$ cat src/rtl/axrm_pkg.sv
// Shared definitions for the AxRM approximate-multiplier characterisation blocks.
// Holds the operand and product widths, the exhaustive sweep length and the
// matching operand/product types used by the monitors and helper units.
package axrm_pkg;

    localparam int W           = 8;
    localparam int PROD_W      = 2 * W;
    localparam int TOTAL_SWEEP = 65536;   // every (a,b) pair of two W-bit operands

    typedef logic [W-1:0]      operand_t;
    typedef logic [PROD_W-1:0] prod_t;

endpackage

$ cat src/rtl/axrm_ed_unit.sv
// Error-distance unit: |x - y| as an unsigned magnitude plus a non-zero flag.
// Latency: combinational, no registers.
// Backpressure: none, pure function of its inputs.
// Ports: x, y (WIDTH) operands; ed (WIDTH) absolute difference; nz high when x != y.
module axrm_ed_unit
    import axrm_pkg::*;
#(
    parameter int WIDTH = PROD_W
) (
    input  logic [WIDTH-1:0] x,
    input  logic [WIDTH-1:0] y,
    output logic [WIDTH-1:0] ed,
    output logic             nz
);

    // Subtract the smaller from the larger so the result always fits in WIDTH
    // bits without needing a sign bit.
    always_comb begin
        ed = '0;
        nz = 1'b0;
        if (x >= y) begin
            ed = x - y;
        end else begin
            ed = y - x;
        end
        nz = (x != y);
    end

endmodule

$ cat src/rtl/axrm_error_monitor.sv
// Error-statistics monitor for approximate multipliers: exact product vs approx, ED count/sum/max.
// Latency: statistics reflect a sample 2 rising edges after acceptance; 1 sample/cycle throughput.
// Backpressure: in_ready is high until TOTAL samples are accepted, then low until rst/clear.
// Ports: clk, rst (sync, active-high), clear (sync restart); in_valid/in_ready handshake with
//        in_a, in_b (W) and in_approx (2W); outputs sample_cnt, err_cnt (CNT_W), sum_ed (SUM_W,
//        saturating), max_ed (2W), last_err and done.
module axrm_error_monitor #(
    parameter int W     = axrm_pkg::W,
    parameter int TOTAL = axrm_pkg::TOTAL_SWEEP,
    parameter int CNT_W = 17,
    parameter int SUM_W = 32
) (
    input  logic               clk,
    input  logic               rst,
    input  logic               clear,
    input  logic               in_valid,
    output logic               in_ready,
    input  logic [W-1:0]       in_a,
    input  logic [W-1:0]       in_b,
    input  logic [2*W-1:0]     in_approx,
    output logic [CNT_W-1:0]   sample_cnt,
    output logic [CNT_W-1:0]   err_cnt,
    output logic [SUM_W-1:0]   sum_ed,
    output logic [2*W-1:0]     max_ed,
    output logic               last_err,
    output logic               done
);

    localparam int PW = 2 * W;

    logic              restart;
    logic              accept;
    logic [CNT_W-1:0]  issue_cnt;

    // Stage 1 registers
    logic              v1;
    logic [PW-1:0]     exact_q;
    logic [PW-1:0]     approx_q;

    // Stage 2 combinational terms
    logic [PW-1:0]     ed;
    logic              ed_nz;
    logic [SUM_W:0]    sum_wide;

    assign restart  = rst | clear;
    // in_ready depends only on the issue count, never on in_valid.
    assign in_ready = (issue_cnt != CNT_W'(TOTAL));
    assign accept   = in_valid & in_ready;

    // Stage 1 control: a restart wins over a same-cycle acceptance and drops
    // whatever was in flight.
    always_ff @(posedge clk) begin
        if (restart) begin
            issue_cnt <= '0;
            v1        <= 1'b0;
        end else begin
            v1 <= accept;
            if (accept) begin
                issue_cnt <= issue_cnt + CNT_W'(1);
            end
        end
    end

    // Stage 1 datapath: exact product is a behavioural reference, not a
    // modelled multiplier. Data is only meaningful while v1 is set.
    always_ff @(posedge clk) begin
        if (accept) begin
            exact_q  <= PW'(in_a) * PW'(in_b);
            approx_q <= in_approx;
        end
    end

    axrm_ed_unit #(
        .WIDTH (PW)
    ) u_ed (
        .x  (exact_q),
        .y  (approx_q),
        .ed (ed),
        .nz (ed_nz)
    );

    // One spare bit catches the carry-out that signals saturation.
    assign sum_wide = {1'b0, sum_ed} + (SUM_W + 1)'(ed);

    // Stage 2: fold the retiring sample into the statistics.
    always_ff @(posedge clk) begin
        if (restart) begin
            sample_cnt <= '0;
            err_cnt    <= '0;
            sum_ed     <= '0;
            max_ed     <= '0;
            last_err   <= 1'b0;
            done       <= 1'b0;
        end else if (v1) begin
            sample_cnt <= sample_cnt + CNT_W'(1);
            if (ed_nz) begin
                err_cnt <= err_cnt + CNT_W'(1);
            end
            sum_ed   <= sum_wide[SUM_W] ? '1 : sum_wide[SUM_W-1:0];
            if (ed > max_ed) begin
                max_ed <= ed;
            end
            last_err <= ed_nz;
            // The TOTAL-th retirement is necessarily the last one in flight,
            // so the pipeline is empty on the same edge.
            if (sample_cnt == CNT_W'(TOTAL - 1)) begin
                done <= 1'b1;
            end
        end
    end

endmodule

$ cat config.mk
export PLATFORM = sky130hd
export DESIGN_NAME = axrm_error_monitor
export DESIGN_NICKNAME = d
export VERILOG_FILES = /design/src/rtl/axrm_pkg.sv /design/src/rtl/axrm_ed_unit.sv /design/src/rtl/axrm_error_monitor.sv
export SDC_FILE = /design/constraint.sdc
export NUM_CORES = 1
export LEC_CHECK = 0
export CAP_MARGIN = 40
export CORE_MARGIN = 5
export CORE_UTILIZATION = 50
export CTS_CLUSTER_DIAMETER = 80
export CTS_CLUSTER_SIZE = 28
export DETAILED_ROUTE_END_ITERATION = 8
export GPL_ROUTABILITY_DRIVEN = 0
export PLACE_DENSITY = 0.79
export SLEW_MARGIN = 15
export SYNTH_ARGS = -nofsm -noshare
export SYNTH_HDL_FRONTEND = slang
export SYNTH_HIERARCHICAL = 1
export SYNTH_SLANG_ARGS = --single-unit
$ cat constraint.sdc
create_clock -name clk -period 4.5 [get_ports clk]
set_clock_uncertainty 0.15 [all_clocks]
set_input_delay 0.675 -clock clk [delete_from_list [all_inputs] [get_ports clk]]
set_output_delay 0.675 -clock clk [all_outputs]
set_load 0.1 [all_outputs]
==> out/metrics.yaml, run 1 <==
rsz0062_at_grt: "true"
netlist_instances: 1176
hold_end: "issue_cnt[1]"
fin_hold_ws_ns: 0.347
worst_slack_ns: -0.677
hold_path_depth: 2
relSlewSlack_pct: 40.5
hold_path_startpoint: "issue_cnt[1]"
finalHoldViolations: 0
slew_violations: 0
grt_pass1_wl_microns: 55700
syn_nets: 1355
violations: "design-rule violations, negative setup slack"
worst_ep_arrival_time_ns: 5.29
slowest_delay_ns: 0.72
nets: 1693
tritoncts.num_buffers: 17
fmax_mhz: 193
ff2ff_setup_slack_ns: -0.68
min_period_ns: 5.18
synth-edff-count: 32
min_path_type: "register to register"
r2r_cells: 18
drc: 27
via_per_inst: 6.39
crit_path_frequent_cell: "buf_4"
path_class: "register to register"
worstMarginPinSlew_ns: 0.886
multiInputGateArea_sq_um: 7250
root_buffer: "clkbuf_16"
status: "finished with violations"
cts_buffer_depth: 2
setup_viol_count_final: 48
antenna_cells: 0
clock-sinks: 134
dr.pass1.iters: 9
syn_area_sq_um: 10100
ant_nets: 0
grt_usage_pct: 29.3
seq_area_sq_um: 3000
start_kind: "register"
overflow: 0
ys_async_sr_fraction_pct: 0
dieArea_sq_um: 23100
grt_pass1_vias: 10900
clkTransAtPathRegs_ns: 0.07
die_x_microns: 152
power_density_nw_per_um2: 538
synth_cell_types: 67
post-route-util_pct: 76.5
required_ns: 4.61
route.detailed.wl_per_inst_microns: 23.7
worst_r2r_endpoint: "sum_ed[16]"
portBuffers: 120
maxCapViolCount: 0
ys_warn_count: 6
reg2reg_from: "approx_q[1]"
finalCritPeriodShare_pct: 115
clock_latency_ns: 0.45
rows: 52
num_vias: 11500
ys.flop_type: "dfxtp_1"
syn_to_final_growth_pct: 52.0
crit_family: "simple AND/OR/NAND/NOR gates"
post-place-ws_ns: -0.866
drive_above_1_share_pct: 27.6
ir_drop_v: 0.000467
wl_microns: 42600
dp_hpwl_microns: 23500
p_leak_nw: 6.41
cts_tree: "built"
fill_cells: 1064
ys_seq_elements: 134
critPathSlowestCell: "nor3_1"
syn_avg_cell_area_sq_um: 8.58
path_cells: "inv_2 > ha_4 > nand4_1 > nor4_2 > buf_4 > nor2_4 > o211ai_4 > buf_4 > o31ai_1 > xnor2_1 > ha_2 > buf_4 > o211ai_1 > a21oi_2 > o22ai_2 > nor3_4 > and3_2 > nor3_1"
cp.buffers_inverters: 4
worst_setup_path_end_kind: "register"
dieHeight_microns: 152
crit_fanout: 9
pin_count: 121
seq_area_frac_synth_pct: 29.8
start_util_pct: 50.3
grt_start_max_net_pins: 39
drtIter0Drc: 1450
antenna_found_initial: 4
fp.coreArea_sq_um: 20000
setup_tns_ns: -9.11
h-tree-depth: 4
==> placed cells by master (no fill, tap or decap), types with 5 or more instances in the layout <==
cell type          n
nor2_1            88
a21oi_4            7
fa_1              35
a21o_1             9
inv_6              7
clkdlybuf4s50_1  105
ha_4              15
nand3_2            7
edfxtp_1          32
ha_2               5
and3_1            25
or3_1              6
o21ai_1            7
inv_2              5
mux2i_1            5
a21oi_2           16
and2_4             7
buf_4            147
buf_16             5
a21oi_1           75
a31oi_1           13
nand3_1           45
o211ai_1          11
dfxtp_1          102
o21ai_0           54
nand2b_1           6
nor2b_1           12
nand4_1           14
clkbuf_16         17
xnor2_1           27
a211oi_2           5
and2_1            43
xor2_1            46
ha_1              84
nand2_1           92
o21a_1             7
nor3_1            10
inv_1            117
buf_8             83
xor2_2             8
==> flip-flops by register name, indices dropped and copies added (netlist names) <==
signal and cells:
v1 1, sum_ed 32, issue_cnt 17, done 1
err_cnt 17, exact_q 16, last_err 1, sample_cnt 17
max_ed 16, approx_q 16
==> stage by stage <==
step	instances	power [mW]	instance area, sq um
6_report	1797	8.26	15300
5_1_grt	1797	8.57	15300
4_1_cts	1779	7.12	14600
3_5_place_dp	1739	5.46	13800
3_3_place_gp	1651	5.23	12400
2_1_floorplan	1176	3.94	10200
==> worst register-to-register path, cell delays in order, from the launching register on <==
cell      delay (ns)
edfxtp_1        0.41
inv_2           0.09
ha_4            0.28
nand4_1         0.18
nor4_2          0.34
buf_4           0.18
nor2_4          0.05
o211ai_4        0.13
buf_4           0.24
o31ai_1         0.10
xnor2_1         0.59
ha_2            0.49
buf_4           0.17
o211ai_1        0.10
a21oi_2         0.11
o22ai_2         0.32
nor3_4          0.10
and3_2          0.24
nor3_1          0.72
==> worst max-delay path by stage <==
stage | start | to | cells past startpoint
after detailed placement | in_a[2] | exact_q[15] | 17
after global placement | in_a[2] | exact_q[15] | 17
after floorplan | in_b[2] | exact_q[15] | 15
after CTS | in_b[4] | exact_q[15] | 16
final | approx_q[1] | sum_ed[16] | 18
after global routing | approx_q[1] | sum_ed[19] | 19
==> final cells by class <==
cell class | count | area share, %
Tap cell | 270 | 2.20
Clock buffer | 18 | 2.80
Multi-Input combinational cell | 883 | 47.3
Sequential cell | 134 | 19.6
Timing Repair Buffer | 356 | 24.1
Inverter | 122 | 2.99
Clock inverter | 14 | 1.04
==> cell families (layout without fill, tap and decap cells) <==
family | Yosys count | in the layout | synth area share (%)
flip-flops | 134 | 134 | 29.8
adder cells (fa/ha/maj) | 143 | 143 | 20.6
buffers and inverters | 159 | 510 | 6.60
XOR/XNOR | 85 | 85 | 7.38
AND/OR/NAND/NOR | 397 | 397 | 19.7
AO/OA/AOI/OAI | 246 | 246 | 14.7
multiplexers | 12 | 12 | 1.20
==> layer usage <==
| metal | part of all wire, % | track usage [%] | wire length [microns] |
|---|---|---|---|
| met1 | 32 | 33.0 | 13700 |
| met2 | 47 | 51.8 | 19900 |
| met3 | 11 | 5.52 | 4780 |
| met4 | 9.5 | 16.8 | 4040 |
| met5 | 0.13 | 0.414 | 57 |
==> what timing repair did <==
action / in CTS / in global routing
cloned: 0 / 0
gates resized for setup: 81 / 127
pin swaps: 27 / 59
buffers inserted: 8 / 18
hold buffers: 0 / 0
setup endpoints to repair: 47 / 52
==> where the power goes <==
group | internal [mW] | leakage, nW | switching [mW]
Combinational | 2.36 | 4.98 | 3.02
Clock | 0.831 | 0.285 | 0.632
Sequential | 1.35 | 1.14 | 0.0631
==> cell usage after synthesis (9+ instances only) <==
cell type | count | share of area (%)
inv_1 | 122 | 4.5
ha_1 | 104 | 13
dfxtp_1 | 102 | 20
a21oi_1 | 96 | 4.8
nand2_1 | 96 | 3.6
nor2_1 | 93 | 3.5
o21ai_0 | 64 | 3.2
xor2_1 | 54 | 4.7
nand3_1 | 52 | 2.6
and2_1 | 50 | 3.1
fa_1 | 39 | 7.7
edfxtp_1 | 32 | 9.5
xnor2_1 | 31 | 2.7
and3_1 | 26 | 1.6
clkbuf_1 | 20 | 0.74
a31oi_1 | 15 | 0.93
nand4_1 | 14 | 0.87
nor2b_1 | 14 | 0.87
nor3_1 | 13 | 0.64
mux2i_1 | 11 | 1.1
o211ai_1 | 11 | 0.82
a21o_1 | 9 | 0.67
Power figures use the tool's default switching activity.
==> run 2, diff against run 1 <==
CAP_MARGIN = 20   (was 40)
DONT_BUFFER_PORTS = 1   (was default)
PLACE_DENSITY = 0.71   (was 0.79)
==> out/metrics.yaml, run 2 (same netlist as run 1, synthesis figures left out) <==
status: "finished with violations"
violations: "negative setup slack"
post-place-ws_ns: -0.170  # +0.696 ns
start_util_pct: 50.3  # unchanged
final_cell_mix: "buf_4 (185), inv_1 (119), dfxtp_1 (102), nand2_1 (89), nor2_1 (88)"
grt_pass1_wl_microns: 41000  # -26%
fin_hold_ws_ns: 0.196  # -0.151 ns
top_register: "sum_ed"
via_per_inst: 5.51  # -14%
slowest_delay_ns: 0.57  # -0.15 ns
worstMarginPinSlew_ns: 1.08  # +0.190 ns
route.detailed.wl_per_inst_microns: 16.1  # -32%
dr.pass1.iters: 5  # -4
clkTransAtPathRegs_ns: 0.07  # about the same
r2r_cells: 19  # +1
finalCritPeriodShare_pct: 101  # -14 points
grt_start_max_net_pins: 48  # +23%
min_period_ns: 4.54  # -0.634 ns
num_vias: 9004  # -22%
reg2reg_from: "exact_q[1]"
ant_nets: 0  # unchanged
overflow: 0  # unchanged
total_power_mw: 7.61  # -7.9%
clock_latency_ns: 0.42  # -0.03 ns
stdcell_area_sq_um: 12900  # -16%
fmax_mhz: 220  # +14%
worst_r2r_endpoint: "sum_ed[30]"
slew_violations: 0  # unchanged
final_common_cell: "buf_4"
root_buffer: "clkbuf_16"
finalHoldViolations: 0  # unchanged
dieArea_sq_um: 23100  # unchanged
ff2ff_setup_slack_ns: -0.04  # +0.63 ns
largest_register_ffs: 32  # unchanged
antenna_found_initial: 7  # +3
critPathSlowestCell: "or4_4"
wl_microns: 26300  # -38%
dieHeight_microns: 152  # unchanged
grt_pass1_vias: 8713  # -20%
worst_slack_ns: -0.0425  # +0.634 ns
p_leak_nw: 5.52  # -14%
nets: 1531  # -9.6%
start_kind: "register"
clock-sinks: 134  # unchanged
drive_above_1_share_pct: 24.9  # -2.7 points
path_class: "register to register"
worst_ep_arrival_time_ns: 4.73  # -0.56 ns
drc: 0  # -100%
rsz0062_at_grt: "true"
worst_setup_path_end_kind: "register"
post-route-util_pct: 64.4  # -12 points
die_x_microns: 152  # unchanged
setup_tns_ns: -0.0425  # +9.06 ns
hold_end: "approx_q[1]"
syn_to_final_growth_pct: 28.0
power_density_nw_per_um2: 589  # +9.4%
rows: 52  # unchanged
tritoncts.num_buffers: 17  # unchanged
fin_cells: 1635  # -9.0%
antenna_cells: 0  # unchanged
grt_usage_pct: 20.8  # -8.5 points
ir_drop_v: 0.000350  # -25%
path_cells: "ha_4 > nand4_1 > nor4_2 > buf_4 > nor2_4 > o211ai_2 > buf_6 > buf_6 > nor2_4 > a21oi_4 > xor2_2 > ha_1 > nand3_2 > o211ai_1 > nor3_2 > buf_4 > or4_4 > and3_4 > nor3_2"
min_path_type: "input pin to register"
h-tree-depth: 4  # unchanged
fill_cells: 1622  # +52%
relSlewSlack_pct: 28.2  # -12 points
hold_buffers: 0  # unchanged
crit_fanout: 8  # -1
fp.coreArea_sq_um: 20000  # unchanged
cts_buffer_depth: 2  # unchanged
drtIter0Drc: 505  # -65%
hold_path_depth: 0  # -2
setup_viol_count_final: 1  # -98%
portBuffers: 0  # -100%
hold_path_startpoint: "in_approx[1]"
dpl-instance-area_sq_um: 11600  # -16%
required_ns: 4.69  # +0.08 ns
pin_count: 121  # unchanged
maxCapViolCount: 0  # unchanged
dp_hpwl_microns: 18900  # -20%
place_inst: 1585  # -8.9%
cts_tree: "built"
[run 2: cell count changes in the layout (fill, tap and decap cells not counted), moves of 6 or more]
cell / before / now
buf_8: 83 / 0
buf_4: 147 / 185
and2_4: 7 / 1
clkdlybuf4s50_1: 105 / 0
a21oi_4: 7 / 1
and2_1: 43 / 49
[run 2: report_power, final]
part	switching (mW)	internal (mW)	total (mW)
combinational	2.51	2.27	4.78
sequential	0.0461	1.35	1.40
clock	0.580	0.847	1.43
[run 2: layout make-up]
| type | instances | area (sq um) | area share [%] |
|---|---|---|---|
| clock buffer | 18 | 439 | 3.40 |
| clock inverter | 14 | 158 | 1.22 |
| inverter | 122 | 458 | 3.55 |
| multi-input combinational | 883 | 7030 | 54.5 |
| sequential | 134 | 3000 | 23.3 |
| tap | 270 | 338 | 2.62 |
| timing repair buffer | 194 | 1480 | 11.5 |
[run 2: how the worst max path moves through the flow]
stage	from	slack (ns)	depth (start not counted)	endpoint
floorplan	in_b[2]	-0.01	15	exact_q[15]
global placement	in_b[4]	-0.09	16	exact_q[15]
detailed placement	in_b[4]	-0.17	16	exact_q[15]
CTS	approx_q[11]	0.02	21	sum_ed[29]
global route	exact_q[1]	-0.21	19	sum_ed[30]
finish	exact_q[1]	-0.04	19	sum_ed[30]
[run 2: per-layer routing]
metal / track usage [%] / vias up / wire length [microns]
met5: 0 / - / 86
met4: 5.99 / 14 / 650
met3: 5.55 / 73 / 1610
met2: 36.5 / 290 / 13200
met1: 25.1 / 4252 / 10800
li1: - / 4375 / -
[run 2: what timing repair did]
action	4_1_cts	5_1_grt
endpoints found under the hold margin	0	0
cloned	0	1
endpoints found under the setup margin	18	48
gates resized for setup	2	106
pin swaps	1	44
setup buffers	0	17
[run 2: worst max-delay path: cells and delay by family, from the launching register on]
family	cells	cell delay [ns]
simple gates	9	1.74
buf+inv	4	0.69
flops	1	0.46
compound gates	3	0.67
fa+ha+maj	2	0.63
xor+xnor	1	0.11
==> run 3, diff against run 2 <==
SKIP_LAST_GASP = 1   (was default)
==> out/metrics.yaml, run 3 (same netlist as run 1, synthesis figures left out) <==
crit_fanout: 8  # unchanged
seqPwrFrac_pct: 18.4  # about the same
grt_usage_pct: 20.8  # unchanged
largest_register_ffs: 32  # unchanged
die_x_microns: 152  # unchanged
stdcell_area_sq_um: 12900  # -0.15%
start_kind: "register"
cell_internal_pwr_mw: 4.47  # about the same
ir_drop_v: 0.000347  # -0.97%
root_buffer: "clkbuf_16"
grt_pass1_wl_microns: 41000  # unchanged
finalHoldViolations: 0  # unchanged
min_period_ns: 4.53  # -0.00860 ns
fill_cells: 1630  # +0.49%
slew_violations: 0  # unchanged
fmax_mhz: 221  # +0.19%
worst_setup_path_end_kind: "register"
maxCapViolCount: 0  # unchanged
top_register: "sum_ed"
fp.coreArea_sq_um: 20000  # unchanged
grt_start_max_net_pins: 48  # unchanged
violations: "design-rule violations, negative setup slack"
place_inst: 1585  # unchanged
status: "finished with violations"
path_class: "register to register"
overflow: 0  # unchanged
nets: 1531  # unchanged
clock-sinks: 134  # unchanged
final_cell_mix: "buf_4 (186), inv_1 (119), dfxtp_1 (102), nand2_1 (89), nor2_1 (88)"
clkTransAtPathRegs_ns: 0.07  # about the same
cts_buffer_depth: 2  # unchanged
wl_microns: 26300  # about the same
switchingPower_mw: 3.13  # about the same
num_vias: 9001  # -0.033%
start_util_pct: 50.3  # unchanged
rows: 52  # unchanged
r2r_cells: 19  # unchanged
clock_latency_ns: 0.42  # about the same
fin_cells: 1635  # unchanged
route.detailed.wl_per_inst_microns: 16.1  # about the same
via_per_inst: 5.51  # about the same
dieHeight_microns: 152  # unchanged
hold_buffers: 0  # unchanged
seq_area_sq_um: 3000  # unchanged
finalCritPeriodShare_pct: 101  # -0.19 points
final_common_cell: "buf_4"
setup_tns_ns: -0.0339  # +0.00860 ns
pin_count: 121  # unchanged
clkPwrFrac_pct: 18.8  # about the same
tritoncts.num_buffers: 17  # unchanged
p_leak_nw: 5.51  # -0.20%
ant_nets: 0  # unchanged
power_density_nw_per_um2: 590  # about the same
worst_slack_ns: -0.0339  # +0.00860 ns
rsz0062_at_grt: "true"
power_frac_comb_pct: 62.8  # about the same
antenna_cells: 0  # unchanged
drive_above_1_share_pct: 24.7  # -0.22 points
syn_to_final_growth_pct: 27.8
dieArea_sq_um: 23100  # unchanged
setup_viol_count_final: 1  # unchanged
p_sw_share_pct: 41.2  # about the same
post-route-util_pct: 64.3  # -0.10 points
drtIter0Drc: 550  # +8.9%
cts_tree: "built"
portBuffers: 0  # unchanged
drc: 2  # +2
required_ns: 4.70  # about the same
dp_hpwl_microns: 18900  # unchanged
multiInputGateArea_sq_um: 7020  # -0.23%
total_power_mw: 7.60  # about the same
antenna_found_initial: 7  # unchanged
grt_pass1_vias: 8713  # unchanged
worstMarginPinSlew_ns: 1.08  # -0.000173 ns
h-tree-depth: 4  # unchanged
min_path_type: "input pin to register"
hold_path_depth: 0  # unchanged
worst_ep_arrival_time_ns: 4.73  # about the same
relSlewSlack_pct: 28.2  # about the same
dr.pass1.iters: 7  # +2
dpl-instance-area_sq_um: 11600  # unchanged
run 3: cell counts in the layout (fill, tap and decap cells not counted):
No cell type changed its count.
run 3: worst max-delay path, stage by stage, from the launching register on:
cell and delay (ns):
edfxtp_1 0.46, ha_4 0.31, nand4_1 0.19, nor4_2 0.34, buf_4 0.19, nor2_4 0.05, o211ai_2 0.09, buf_6 0.21
buf_6 0.13, nor2_4 0.04, a21oi_4 0.13, xor2_2 0.11, ha_1 0.33, nand3_2 0.09, o211ai_1 0.45, nor3_2 0.11
buf_4 0.16, or4_4 0.58, and3_4 0.20, nor3_2 0.13
run 3: per-stage QoR:
stage	hold WS [ns]	setup slack, ns
after floorplan	0.310	-0.0149
after global placement	0.328	-0.0944
after detailed placement	0.348	-0.170
after CTS	0.183	0.0228
after global routing	0.176	-0.186
final	0.192	-0.0339
run 3: what timing repair did:
item / 4_1_cts / 5_1_grt
buffers inserted: 0 / 17
endpoints found under the hold margin: 0 / 0
pin swaps: 1 / 43
cloned: 0 / 1
endpoints found under the setup margin: 18 / 48
resized for setup: 2 / 102
run 3: worst paths after layout:
check                 endpoint    startpoint  slack [ns]
setup reg to reg    sum_ed[30]    exact_q[1]       -0.03
setup / recovery    sum_ed[30]    exact_q[1]       -0.03
hold reg to reg   issue_cnt[0]  issue_cnt[0]        0.35
hold / removal     approx_q[1]  in_approx[1]        0.19
run 3: cell type report:
type	instances	share of cell area [%]
Clock buffer	18	3.41
Multi-Input combinational cell	883	54.4
Sequential cell	134	23.3
Inverter	122	3.55
Timing Repair Buffer	194	11.5
Tap cell	270	2.62
Clock inverter	14	1.22
run 3: routing by layer:
metal | global-route usage [%] | part of all wire [%]
met1 | 25.1 | 41
met2 | 36.5 | 50
met3 | 5.55 | 6.0
met4 | 5.99 | 2.2
met5 | 0 | 0.33
run 3: power by group through the flow:
stage / Combinational [mW] / Clock (mW) / Sequential [mW]
6_report: 4.78 / 1.43 / 1.40
5_1_grt: 5.19 / 1.50 / 1.41
4_1_cts: 4.00 / 1.44 / 1.39
3_5_place_dp: 3.97 / 0 / 1.42
3_3_place_gp: 3.86 / 0 / 1.41
2_1_floorplan: 2.43 / 0 / 1.52
